[config.mk]
export PLATFORM = sky130hd
export DESIGN_NAME = imem_loader
export DESIGN_NICKNAME = d
export VERILOG_FILES = /design/src/rtl/mips_pkg.sv /design/src/rtl/byte_packer.sv /design/src/rtl/imem_loader.sv
export SDC_FILE = /design/constraint.sdc
export NUM_CORES = 1
export LEC_CHECK = 0
export BUFFER_PORTS_ARGS = -buffer_cell sky130_fd_sc_hd__buf_2
export CAP_MARGIN = 30
export CORE_MARGIN = 4
export CORE_UTILIZATION = 45
export CTS_BUF_LIST = sky130_fd_sc_hd__clkbuf_4
export DETAILED_ROUTE_END_ITERATION = 7
export HOLD_SLACK_MARGIN = 0.15
export PLACE_DENSITY_LB_ADDON = 0.3
export SLEW_MARGIN = 20
export SYNTH_ARGS = -nofsm -noshare
export SYNTH_HDL_FRONTEND = slang
export SYNTH_HIERARCHICAL = 1
export SYNTH_SLANG_ARGS = --single-unit
[constraint.sdc]
create_clock -name CLK -period 4.6 [get_ports CLK]
set_input_delay 0.46 -clock CLK [delete_from_list [all_inputs] [get_ports CLK]]
set_output_delay 0.46 -clock CLK [all_outputs]
set_load 0.01 [all_outputs]
[src/rtl/mips_pkg.sv]
// Shared definitions for the instruction-memory loader and the fetch stage:
// loader FSM encodings, header length and default instruction-memory depth.
package mips_pkg;

    localparam int IMEM_SIZE_DEFAULT = 256;
    localparam int HDR_BYTES         = 4;

    typedef enum logic [2:0] {
        S_IDLE = 3'd0,
        S_HDR  = 3'd1,
        S_DATA = 3'd2,
        S_DONE = 3'd3,
        S_ERR  = 3'd4
    } load_state_t;

endpackage

[src/rtl/byte_packer.sv]
// Big-endian byte-to-word assembler: the first accepted byte ends up in bits 31:24.
// word/word_valid are combinational so the caller sees the full word on the 4th accept.
module byte_packer
    import mips_pkg::*;
(
    input  logic        clk,
    input  logic        rst_n,
    input  logic        clear,
    input  logic        accept,
    input  logic [7:0]  byte_in,
    output logic [31:0] word,
    output logic        word_valid
);

    logic [23:0] sr;
    logic [1:0]  count;

    always_ff @(posedge clk or negedge rst_n) begin
        if (!rst_n) begin
            sr    <= '0;
            count <= '0;
        end else if (clear) begin
            sr    <= '0;
            count <= '0;
        end else if (accept) begin
            sr    <= {sr[15:0], byte_in};
            count <= count + 2'd1;
        end
    end

    // A stalled stream simply leaves sr/count untouched until the next accept.
    assign word       = {sr, byte_in};
    assign word_valid = accept && (count == 2'(HDR_BYTES - 1));

endmodule

[src/rtl/imem_loader.sv]
// Streams a length-prefixed, big-endian program into instruction memory and
// holds the fetch stage until the load completes or is rejected.
module imem_loader
    import mips_pkg::*;
#(
    parameter int          IMEM_SIZE = IMEM_SIZE_DEFAULT,
    parameter logic [31:0] BASE_ADDR = 32'h0000_0000
) (
    input  logic        CLK,
    input  logic        RST,
    input  logic        start,
    input  logic [7:0]  byte_in,
    input  logic        byte_valid,
    output logic        byte_ready,
    output logic        WE,
    output logic [31:0] W_Addr,
    output logic [31:0] W_Ins,
    output logic        cpu_hold,
    output logic        done,
    output logic        err,
    output logic [2:0]  state_dbg
);

    localparam logic [31:0] IMEM_WORDS = 32'(IMEM_SIZE);

    load_state_t state, state_next;
    logic [31:0] word;
    logic        word_valid;
    logic        accept;
    logic        load;
    logic [31:0] word_cnt;
    logic [31:0] word_total;

    assign byte_ready = (state == S_HDR) || (state == S_DATA);
    assign accept     = byte_valid && byte_ready;
    assign load       = start && ((state == S_IDLE) || (state == S_DONE) || (state == S_ERR));
    assign cpu_hold   = (state == S_HDR) || (state == S_DATA) || (state == S_ERR) || WE;
    assign state_dbg  = state;

    byte_packer u_packer (
        .clk        (CLK),
        .rst_n      (RST),
        .clear      (load),
        .accept     (accept),
        .byte_in    (byte_in),
        .word       (word),
        .word_valid (word_valid)
    );

    always_comb begin
        state_next = state;
        case (state)
            S_IDLE: if (start) state_next = S_HDR;
            S_HDR: begin
                if (word_valid) begin
                    if (word == 32'd0)            state_next = S_DONE;
                    else if (word > IMEM_WORDS)   state_next = S_ERR;
                    else                          state_next = S_DATA;
                end
            end
            S_DATA: begin
                if (word_valid && (word_cnt == word_total - 32'd1)) state_next = S_DONE;
            end
            S_DONE: if (start) state_next = S_HDR;
            S_ERR:  if (start) state_next = S_HDR;
            default: state_next = S_IDLE;
        endcase
    end

    always_ff @(posedge CLK or negedge RST) begin
        if (!RST) begin
            state      <= S_IDLE;
            WE         <= 1'b0;
            W_Addr     <= BASE_ADDR;
            W_Ins      <= '0;
            done       <= 1'b0;
            err        <= 1'b0;
            word_cnt   <= '0;
            word_total <= '0;
        end else begin
            state <= state_next;
            done  <= (state_next == S_DONE);
            err   <= (state_next == S_ERR);
            WE    <= (state == S_DATA) && word_valid;
            if ((state == S_HDR) && word_valid) word_total <= word;
            if ((state == S_DATA) && word_valid) W_Ins <= word;
            // A restart wins over the address bump of a coincident final write.
            if (load) begin
                W_Addr   <= BASE_ADDR;
                word_cnt <= '0;
            end else begin
                if (WE) W_Addr <= W_Addr + 32'd4;
                if ((state == S_DATA) && word_valid) word_cnt <= word_cnt + 32'd1;
            end
        end
    end

endmodule
==> results of run 1 <==
metal layers:
metal	wire length (um)	global-route usage (%)	up-vias
met4	346	6.17	0
met2	7960	27.4	155
met1	8290	25.8	2763
met3	856	4.07	24
li1	-	-	2751
met5	0	0	-
path summary, 6_finish.rpt:
path / to / slack, ps
max: word_cnt[30] / 1240
min: word_total[3] / 200
max reg2reg: word_cnt[30] / 1240
min reg2reg: W_Ins[3] / 520
max in group asynchronous: W_Ins[19] / 3420
min in group asynchronous: W_Addr[15] / 280
power by group through the flow:
stage	sequential [W]	combinational, W	clock (W)
after floorplan	0.00188	0.000955	0
after CTS	0.00200	0.00120	0.000766
after global routing	0.00205	0.00134	0.000817
after detailed placement	0.00203	0.00119	0
after global placement	0.00202	0.00117	0
final	0.00200	0.00120	0.000732
per-stage QoR:
| step | total power (W) | utilization (%) | instance area [um2] | hold WS (ps) | setup WS [ps] |
|---|---|---|---|---|---|
| after global routing | 0.00420 | 51.1 | 8840 | 161 | 880 |
| after detailed placement | 0.00322 | 49.3 | 8530 | 490 | 1270 |
| after floorplan | 0.00283 | - | 7970 | 164 | 1400 |
| after CTS | 0.00397 | 50.9 | 8810 | 154 | 1230 |
| final | 0.00393 | 51.1 | 8840 | 196 | 1240 |
| after global placement | 0.00319 | 49.2 | 8500 | 486 | 1370 |
synthesized netlist by cell type, types with 3 or more instances:
cell type,n,area share (%)
dfrtp_1,158,50
nor2_1,108,5.1
mux2_2,59,8.3
xor2_1,53,5.8
xnor2_1,48,5.3
nand3_1,32,2.0
nand2_1,30,1.4
mux2i_1,28,3.5
clkbuf_1,24,1.1
nand4_1,21,1.6
nor4_1,18,1.4
inv_1,15,0.71
o21ai_0,15,0.94
nor3_1,14,0.88
buf_4,10,0.94
and3_1,9,0.71
and4_1,8,0.88
or4_1,7,0.66
and2_1,6,0.47
nor2b_1,6,0.47
a21oi_1,5,0.31
or3_1,5,0.39
a31oi_1,4,0.31
ha_1,4,0.63
nand2b_1,4,0.31
o31ai_1,4,0.38
buf_1,3,0.14
buf_2,3,0.19
nand3b_1,3,0.28
o21a_1,3,0.28
o22ai_1,3,0.24
logic make-up after synthesis:
kind of cell | Yosys count | synth area share (%)
compound gates | 52 | 4.54
xor+xnor | 101 | 11.1
fa+ha+maj | 4 | 0.628
buf+inv | 58 | 3.75
flops | 158 | 49.6
mux | 87 | 11.9
other cells | 1 | 0.0471
simple gates | 286 | 18.5
cell type report:
class / instances / area [um2]
Inverter: 15 / 56.3
Clock inverter: 13 / 90.1
Sequential cell: 158 / 3950
Timing Repair Buffer: 94 / 574
Clock buffer: 19 / 143
Fill cell: 1617 / 8460
Multi-Input combinational cell: 532 / 3740
Tap cell: 225 / 282
worst register-to-register path, delay by kind of cell, from the launching register on:
family,cells,cell delay [ps]
xor+xnor,1,170
compound gates,1,140
flops,1,510
simple gates,8,2460
sequential cells by signal, summed over array words and instances (netlist names):
register / count
W_Ins: 32
word_cnt: 32
word_total: 32
W_Addr: 30
u_packer/sr: 24
state_dbg: 3
u_packer/count: 2
WE: 1
done: 1
err: 1
==> impl_metrics.env, run 1 <==
export IMPL_synthFlopType="dfrtp_1"
export IMPL_cp_common_cell="and2_1"
export IMPL_drive_above_1_share_pct=22.9
export IMPL_ant_nets=0
export IMPL_cts_root_buffer="clkbuf_4"
export IMPL_syn_cell_area_um2=7970
export IMPL_die_x_um=141
export IMPL_power_frac_clock_pct=18.6
export IMPL_fin_cells=1056
export IMPL_routedWlPerCell_um=16.5
export IMPL_drc_errors=0
export IMPL_crit_chain="xnor2_1 > nor2_1 > and2_1 > and2_1 > nor4bb_4 > nand4_1 > nor3_1 > nand3b_1 > or3_1 > a21oi_1"
export IMPL_io_pins=84
export IMPL_clk_pin_slew_ps=140
export IMPL_fin_crit_sh_pct=73.2
export IMPL_cpPeakStageDelay_ps=690
export IMPL_min_path_cells=2
export IMPL_cts_tree="yes"
export IMPL_rsz0062_at_grt="no"
export IMPL_combinationalPowerShare_pct=30.4
export IMPL_setup_viol=0
export IMPL_p_switching_w=0.00153
export IMPL_antenna_found_initial=0
export IMPL_reg2reg_from="state_dbg[0]"
export IMPL_dp_cells=1018
export IMPL_clockBufferDepth=2
export IMPL_tightestPinTransition_ps=825
export IMPL_numCtsBuffers=17
export IMPL_fin_crit_ps=3360
export IMPL_power_leakage_nw=4.18
export IMPL_start_util_pct=46.1
export IMPL_cts_htree_levels=4
export IMPL_swShare_pct=39.0
export IMPL_cts_hold_buf=5
export IMPL_ff2ff_path_depth=10
export IMPL_place_gp_congestion=0.899
export IMPL_ir_drop_uv=341
export IMPL_worstPathMaxFanout=11
export IMPL_cts_resized=0
export IMPL_synth_edff_count=0
export IMPL_yosys_warnings=6
export IMPL_drv_slew=0
export IMPL_yosys_cell_types_count=61
export IMPL_area_growth_pct=10.9
export IMPL_worstSetupPathType="reg -> reg"
export IMPL_grt_max_degree=100
export IMPL_clk_latency_ps=570
export IMPL_cp_slowest_cell="nor4bb_4"
export IMPL_synthCells=747
export IMPL_finalSetupTns_ps=0
export IMPL_end_kind="flip-flop"
export IMPL_synthArstFlopShare_pct=100
export IMPL_nets=834
export IMPL_fmaxAchievable_mhz=297
export IMPL_cp_num_cells=10
export IMPL_die_y_um=141
export IMPL_port_buffers=81
export IMPL_avgSynthCellArea_um2=10.7
export IMPL_slew_headroom_pct=44.8
export IMPL_routed_wl_um=17500
export IMPL_final_cell_mix="dfrtp_1 (158), nor2_1 (108), buf_2 (80)"
export IMPL_grt_overflow=0
export IMPL_n_antenna_cell=0
export IMPL_skew_ps=24.3
export IMPL_power_density_nw_per_um2=445
export IMPL_grt_use_total_pct=18.1
export IMPL_via_per_inst=5.39
export IMPL_hold_class="in -> reg"
export IMPL_outcome="complete, no violations"
export IMPL_internal_power_w=0.00240
export IMPL_critPathRequiredTime_ps=5090
export IMPL_grt_pass1_wl_um=29200
export IMPL_crit_family="simple AND/OR/NAND/NOR gates"
export IMPL_num_vias=5693
export IMPL_crit_start="state_dbg[0]"
export IMPL_synth_seq_cells=158
export IMPL_seq_area_frac_synth_pct=49.6
export IMPL_grt_pass1_vias=5588
export IMPL_coreArea_um2=17300
export IMPL_critPathBufInv=0
export IMPL_final_common_cell="dfrtp_1"
export IMPL_numClockSinks=158
export IMPL_rows=48
export IMPL_drtIter0Drc=265
export IMPL_fp_dieArea_um2=19900
export IMPL_hold_violations=0
export IMPL_post_cts_buffers=0
export IMPL_drv_cap=0
export IMPL_pwr_share_seq_pct=51.0
export IMPL_min_from="byte_in[3]"
export IMPL_worstPathArrival_ps=3860
export IMPL_hpwlAfterDp_um=12500
export IMPL_dr_pass1_iters=4
export IMPL_startpoint_type="flip-flop"
No activity file was read; power rests on OpenSTA's default activity.
==> run 2: changes to the inputs <==
- ABC_AREA: not set -> 1
- clock period: 4.6 -> 3.4 ns (I/O delays scaled with it)
==> run 2 against run 1 <==
  * Maximum frequency up 24%
  * Sequential power is 10% higher
  * Register-to-register slack got worse by 560 ps
  * Highest routed layer unchanged
==> impl_metrics.env, run 2 <==
export IMPL_final_common_cell="nand2_1"
export IMPL_power_density_nw_per_um2=437
export IMPL_yosys_top_cells_area="dfrtp_1 (45%), nand2_1 (13%), nor2_1 (5.6%), inv_1 (5.4%), o21ai_0 (5.2%)"
export IMPL_seq_area_frac_synth_pct=44.9
export IMPL_synthSimpleGateAreaFrac_pct=32.6
export IMPL_area_growth_pct=10.6
export IMPL_synth_compound_area_share_pct=9.33
export IMPL_synth_edff_count=0
export IMPL_ir_drop_uv=259
export IMPL_grt_overflow=0
export IMPL_clk_latency_ps=590
export IMPL_multiInputGateArea_um2=4120
export IMPL_worstSetupPathType="reg -> reg"
export IMPL_die_x_um=148
export IMPL_fin_crit_sh_pct=80.1
export IMPL_synth_xor_area_share_pct=4.08
export IMPL_start_util_pct=46.4
export IMPL_drv_cap=0
export IMPL_synthArstFlopShare_pct=100
export IMPL_clockBufferDepth=2
export IMPL_ff2ff_path_depth=21
export IMPL_antenna_found_initial=1
export IMPL_synth_top_family_by_area="simple AND/OR/NAND/NOR gates"
export IMPL_io_pins=84
export IMPL_p_total_w=0.00426
export IMPL_finalSetupTns_ps=0
export IMPL_numCtsBuffers=17
export IMPL_regArea_um2=3950
export IMPL_routedWlPerCell_um=15.0
export IMPL_grt_max_degree=78
export IMPL_tightestPinTransition_ps=741
export IMPL_synth_top_area_share_pct=44.9
export IMPL_cts_htree_levels=4
export IMPL_power_leakage_nw=4.84
export IMPL_yosys_warnings=6
export IMPL_synth_seq_cells=158
export IMPL_synth_adder_area_share_pct=0.569
export IMPL_grt_pass1_wl_um=37500
export IMPL_yosys_area_top_type="dfrtp_1"
export IMPL_final_cell_mix="nand2_1 (300), dfrtp_1 (158), nor2_1 (130)"
export IMPL_r2r_end="word_cnt[25]"
export IMPL_hold_violations=0
export IMPL_synth_common_cells="nand2_1 (300), dfrtp_1 (158), nor2_1 (132)"
export IMPL_reg2reg_from="state_dbg[0]"
export IMPL_yosysMostFrequentCell="nand2_1"
export IMPL_die_y_um=148
export IMPL_routed_wl_um=22400
export IMPL_place_gp_congestion=0.927
export IMPL_synthCells=1141
export IMPL_synthFlopType="dfrtp_1"
export IMPL_port_buffers=81
export IMPL_hold_class="in -> async"
export IMPL_setup_viol=0
export IMPL_worstPathMaxFanout=10
export IMPL_dr_pass1_iters=6
export IMPL_via_per_inst=5.13
export IMPL_grt_pass1_vias=7335
export IMPL_yosys_cell_types_count=42
export IMPL_avgSynthCellArea_um2=7.71
export IMPL_skew_ps=26.4
export IMPL_largestRegisters="W_Ins x32, word_cnt x32, word_total x32"
export IMPL_fin_crit_ps=2720
export IMPL_fp_dieArea_um2=21900
export IMPL_drc_errors=0
export IMPL_cts_root_buffer="clkbuf_4"
export IMPL_drtIter0Drc=470
export IMPL_end_kind="flip-flop"
export IMPL_ant_nets=0
export IMPL_rsz0062_at_grt="no"
export IMPL_drv_slew=0
export IMPL_num_vias=7681
export IMPL_startpoint_type="flip-flop"
export IMPL_muxShareOfSynthArea_pct=0
export IMPL_nets=1241
export IMPL_hpwlAfterDp_um=16800
export IMPL_coreArea_um2=19000
export IMPL_cts_resized=0
export IMPL_syn_cell_area_um2=8800
export IMPL_drive_above_1_share_pct=14.7
export IMPL_numClockSinks=158
export IMPL_critPathRequiredTime_ps=3900
export IMPL_slew_headroom_pct=50.6
export IMPL_outcome="complete, no violations"
export IMPL_cts_tree="yes"
export IMPL_worstPathArrival_ps=3220
export IMPL_rows=50
export IMPL_grt_use_total_pct=21.1
export IMPL_reg2reg_slack_ps=680
export IMPL_fmaxAchievable_mhz=367
export IMPL_clk_pin_slew_ps=150
export IMPL_fill_cells=1850
==> run 2: report_power, final <==
group          switching, W  leakage, nW  total [W]  internal (W)
Combinational      0.000729         2.56    0.00104      0.000315
Clock              0.000722        0.125    0.00102      0.000297
Sequential         0.000175         2.15    0.00220       0.00202
Total               0.00163         4.84    0.00426       0.00263
==> run 2: cells by family (layout without fill, tap and decap cells) <==
group / count (synthesis) / in the layout
AND/OR/NAND/NOR: 612 / 612
buffers and inverters: 170 / 264
flip-flops: 158 / 158
AO/OA/AOI/OAI: 155 / 155
XOR/XNOR: 41 / 41
adder cells (fa/ha/maj): 4 / 4
other: 1 / 3
==> run 2: layout make-up <==
cell class	instances	share of cell area, %
flip-flops and latches	158	40.6
clock inverters	13	1.08
inverters	133	5.15
diodes	1	0.0257
repair buffers	101	6.16
multi-input cells	814	42.3
well taps	260	3.34
clock buffers	17	1.31
==> run 2: worst max-delay path, stage by stage, from the launching register on <==
cell and delay [ps]:
dfrtp_1 430, inv_2 70, nor2_1 120, nand2_1 100, nand2_1 90, inv_1 80, nor2_4 90, nand2_1 60
inv_1 60, inv_1 80, nor2_2 210, buf_4 220, nand3_4 110, nor2_8 140, nand3_2 100, nor2_4 130
nand3_4 110, nor2_2 130, nand3_1 110, nand2_1 80, nand2_1 40, nor2_1 90
==> run 2: layer usage <==
layer | up-vias | track usage (%) | wire length (um)
met5 | - | 0 | 0
li1 | 3845 | - | -
met2 | 210 | 34.0 | 10600
met3 | 21 | 3.43 | 1040
met4 | 0 | 5.45 | 306
met1 | 3605 | 29.9 | 10500
==> run 2: per-stage QoR <==
step	hold slack, ps	worst slack [ps]	util, %	cell area, um2	std cells
after floorplan	44.4	740	-	8800	1142
after global placement	421	882	49.6	9400	1456
after detailed placement	425	764	49.6	9400	1456
after CTS	339	702	51.3	9730	1496
after global routing	339	347	51.4	9740	1497
final	313	678	51.4	9740	1497
==> run 2: how the worst max path moves through the flow <==
stage	start	end	slack, ps	cells after the start
6_report	state_dbg[0]	word_cnt[25]	680	21
5_1_grt	state_dbg[0]	word_cnt[21]	350	19
4_1_cts	state_dbg[0]	word_cnt[25]	700	21
3_5_place_dp	state_dbg[0]	word_cnt[25]	760	21
3_3_place_gp	state_dbg[0]	word_cnt[27]	880	21
2_1_floorplan	state_dbg[0]	word_cnt[25]	740	22
==> run 2: timing repair <==
item                                   4_1_cts  5_1_grt
hold buffers                                10        0
setup buffers                                0        0
endpoints found under the hold margin      101        0
==> run 3: changes to the inputs <==
- clock period: 3.4 -> 2.5 ns (I/O delays scaled with it)
==> run 3 against run 2 <==
  * Sequential power up 35%
  * Maximum frequency grew 14%
  * Global-route usage grew 0.30 points
  * First-iteration DRC count is 25% higher
  * Register-to-register slack worse by 560 ps
  * Sequential cell count did not move
  * Design area up 3.1%
  * Cell count rose by 1.1%
  * Count of clock-buffer cells in the layout up 2
  * Core utilization up 1.6 points
  * Die area stayed put
  * Critical path type unchanged
  * Largest power group unchanged
==> impl_metrics.env, run 3 (synthesis results as in run 2) <==
export IMPL_area_growth_pct=14.0
export IMPL_final_cell_mix="nand2_1 (295), dfrtp_1 (157), nor2_1 (128)"
export IMPL_cts_tree="yes"
export IMPL_startpoint_type="flip-flop"
export IMPL_clk_pin_slew_ps=150
export IMPL_grt_overflow=0
export IMPL_antenna_found_initial=1
export IMPL_rows=50
export IMPL_fp_dieArea_um2=21900
export IMPL_tightestPinTransition_ps=547
export IMPL_fill_cells=1824
export IMPL_grt_pass1_vias=7378
export IMPL_slew_headroom_pct=63.2
export IMPL_drv_cap=0
export IMPL_coreArea_um2=19000
export IMPL_die_x_um=148
export IMPL_fin_crit_sh_pct=95.5
export IMPL_via_per_inst=5.13
export IMPL_cts_htree_levels=4
export IMPL_regArea_um2=3960
export IMPL_drtIter0Drc=589
export IMPL_routedWlPerCell_um=15.1
export IMPL_num_vias=7766
export IMPL_clockBufferDepth=2
export IMPL_skew_ps=21.2
export IMPL_grt_max_degree=69
export IMPL_drive_above_1_share_pct=17.2
export IMPL_numClockSinks=158
export IMPL_power_leakage_nw=5.01
export IMPL_cpPeakStageDelay_ps=480
export IMPL_outcome="complete, no violations"
export IMPL_critPathRequiredTime_ps=3000
export IMPL_cts_root_buffer="clkbuf_4"
export IMPL_hold_violations=0
export IMPL_routed_wl_um=22800
export IMPL_crit_chain="nor2_4 > nand2_2 > nand2_2 > inv_2 > nor2_4 > nand2_2 > inv_2 > inv_4 > nor2_4 > nand3_2 > nor2_4 > nand2_2 > nor3_4 > nand2_4 > nor3_4 > o21ai_1 > a21oi_1"
export IMPL_worstSetupPathType="reg -> reg"
export IMPL_reg2reg_from="state_dbg[1]"
export IMPL_nets=1256
export IMPL_ir_drop_uv=409
export IMPL_ant_nets=0
export IMPL_grt_pass1_wl_um=37900
export IMPL_end_kind="flip-flop"
export IMPL_cp_slowest_cell="dfrtp_2"
export IMPL_rsz0062_at_grt="yes"
export IMPL_setup_viol=0
export IMPL_final_common_cell="nand2_1"
export IMPL_worstPathMaxFanout=6
export IMPL_final_area_um2=10000
export IMPL_reg2reg_slack_ps=110
export IMPL_drv_slew=0
export IMPL_numCtsBuffers=17
export IMPL_fmaxAchievable_mhz=419
export IMPL_place_gp_congestion=0.908
export IMPL_start_util_pct=46.4
export IMPL_largestRegisters="W_Ins x32, word_cnt x32, word_total x32"
export IMPL_port_buffers=81
export IMPL_hpwlAfterDp_um=17000
export IMPL_die_y_um=148
export IMPL_clk_latency_ps=570
export IMPL_dr_pass1_iters=5
export IMPL_drc_errors=0
export IMPL_place_area_um2=9460
export IMPL_final_util_pct=52.9
export IMPL_grt_use_total_pct=21.4
export IMPL_crit_start="state_dbg[1]"
export IMPL_multiInputGateArea_um2=4220
export IMPL_hold_class="in -> async"
export IMPL_fin_crit_ps=2390
export IMPL_io_pins=84
export IMPL_power_density_nw_per_um2=615
export IMPL_worstPathArrival_ps=2880
[run 3: cell types whose count changed in the layout (fill, tap and decap cells not counted), sizes merged]
cell / before / now
buf: 91 / 106
inv: 137 / 133
bufinv: 0 / 3
clkbuf: 17 / 19
clkinv: 7 / 6
clkinvlp: 2 / 3
[run 3: path summary, 6_finish.rpt]
path / endpoint / cells after the start
max: word_cnt[28] / 17
min: W_Addr[15] / 2
max reg2reg: word_cnt[28] / 17
min reg2reg: u_packer/sr[21] / 2
max in group asynchronous: word_total[5] / 3
min in group CLK: u_packer/count[0] / 6
[run 3: repair_timing]
| item | in CTS | in global routing |
|---|---|---|
| resized for setup | 2 | 22 |
| hold buffers | 10 | 0 |
| cloned | 0 | 0 |
| setup buffers | 0 | 9 |
| endpoints found under the hold margin | 185 | 0 |
| pin swaps | 0 | 9 |
| setup endpoints to repair | 6 | 18 |
[run 3: through the flow]
| stage | worst slack (ps) | hold WS (ps) | TNS, ps | instances | total power [W] |
|---|---|---|---|---|---|
| after floorplan | -49.2 | -45.6 | -158 | 1142 | 0.00404 |
| after global placement | 51.6 | 228 | 0 | 1462 | 0.00444 |
| after detailed placement | -27.8 | 232 | -50.4 | 1462 | 0.00446 |
| after CTS | 22.5 | 151 | 0 | 1503 | 0.00616 |
| after global routing | -145 | 199 | -844 | 1513 | 0.00652 |
| final | 114 | 165 | 0 | 1513 | 0.00617 |
[run 3: report_power, final]
part,switching [W],total (W),internal [W],leakage (nW)
sequential,0.000232,0.00298,0.00275,2.15
clock,0.000968,0.00169,0.000720,0.156
combinational,0.00102,0.00150,0.000476,2.70
[run 3: layout make-up]
type | count | share of cell area (%)
clock buffer | 19 | 1.42
timing repair buffer | 116 | 7.17
multi-input combinational | 814 | 42.1
inverter | 133 | 5.03
clock inverter | 12 | 1.61
antenna | 1 | 0.0249
sequential | 158 | 39.4
tap | 260 | 3.24
[run 3: layer usage]
metal | GRT usage [%] | share of wire (%)
met5 | 0 | 0
met2 | 35.4 | 48
met4 | 5.45 | 1.1
met1 | 29.9 | 47
met3 | 2.94 | 4.6
[run 3: critical path, delay by kind of cell (launching register included)]
| family | cells | cell delay (ps) |
|---|---|---|
| and+or+nand+nor | 12 | 1440 |
| AOI/OAI and AO/OA | 2 | 230 |
| DFF | 1 | 480 |
| buffers and inverters | 3 | 160 |
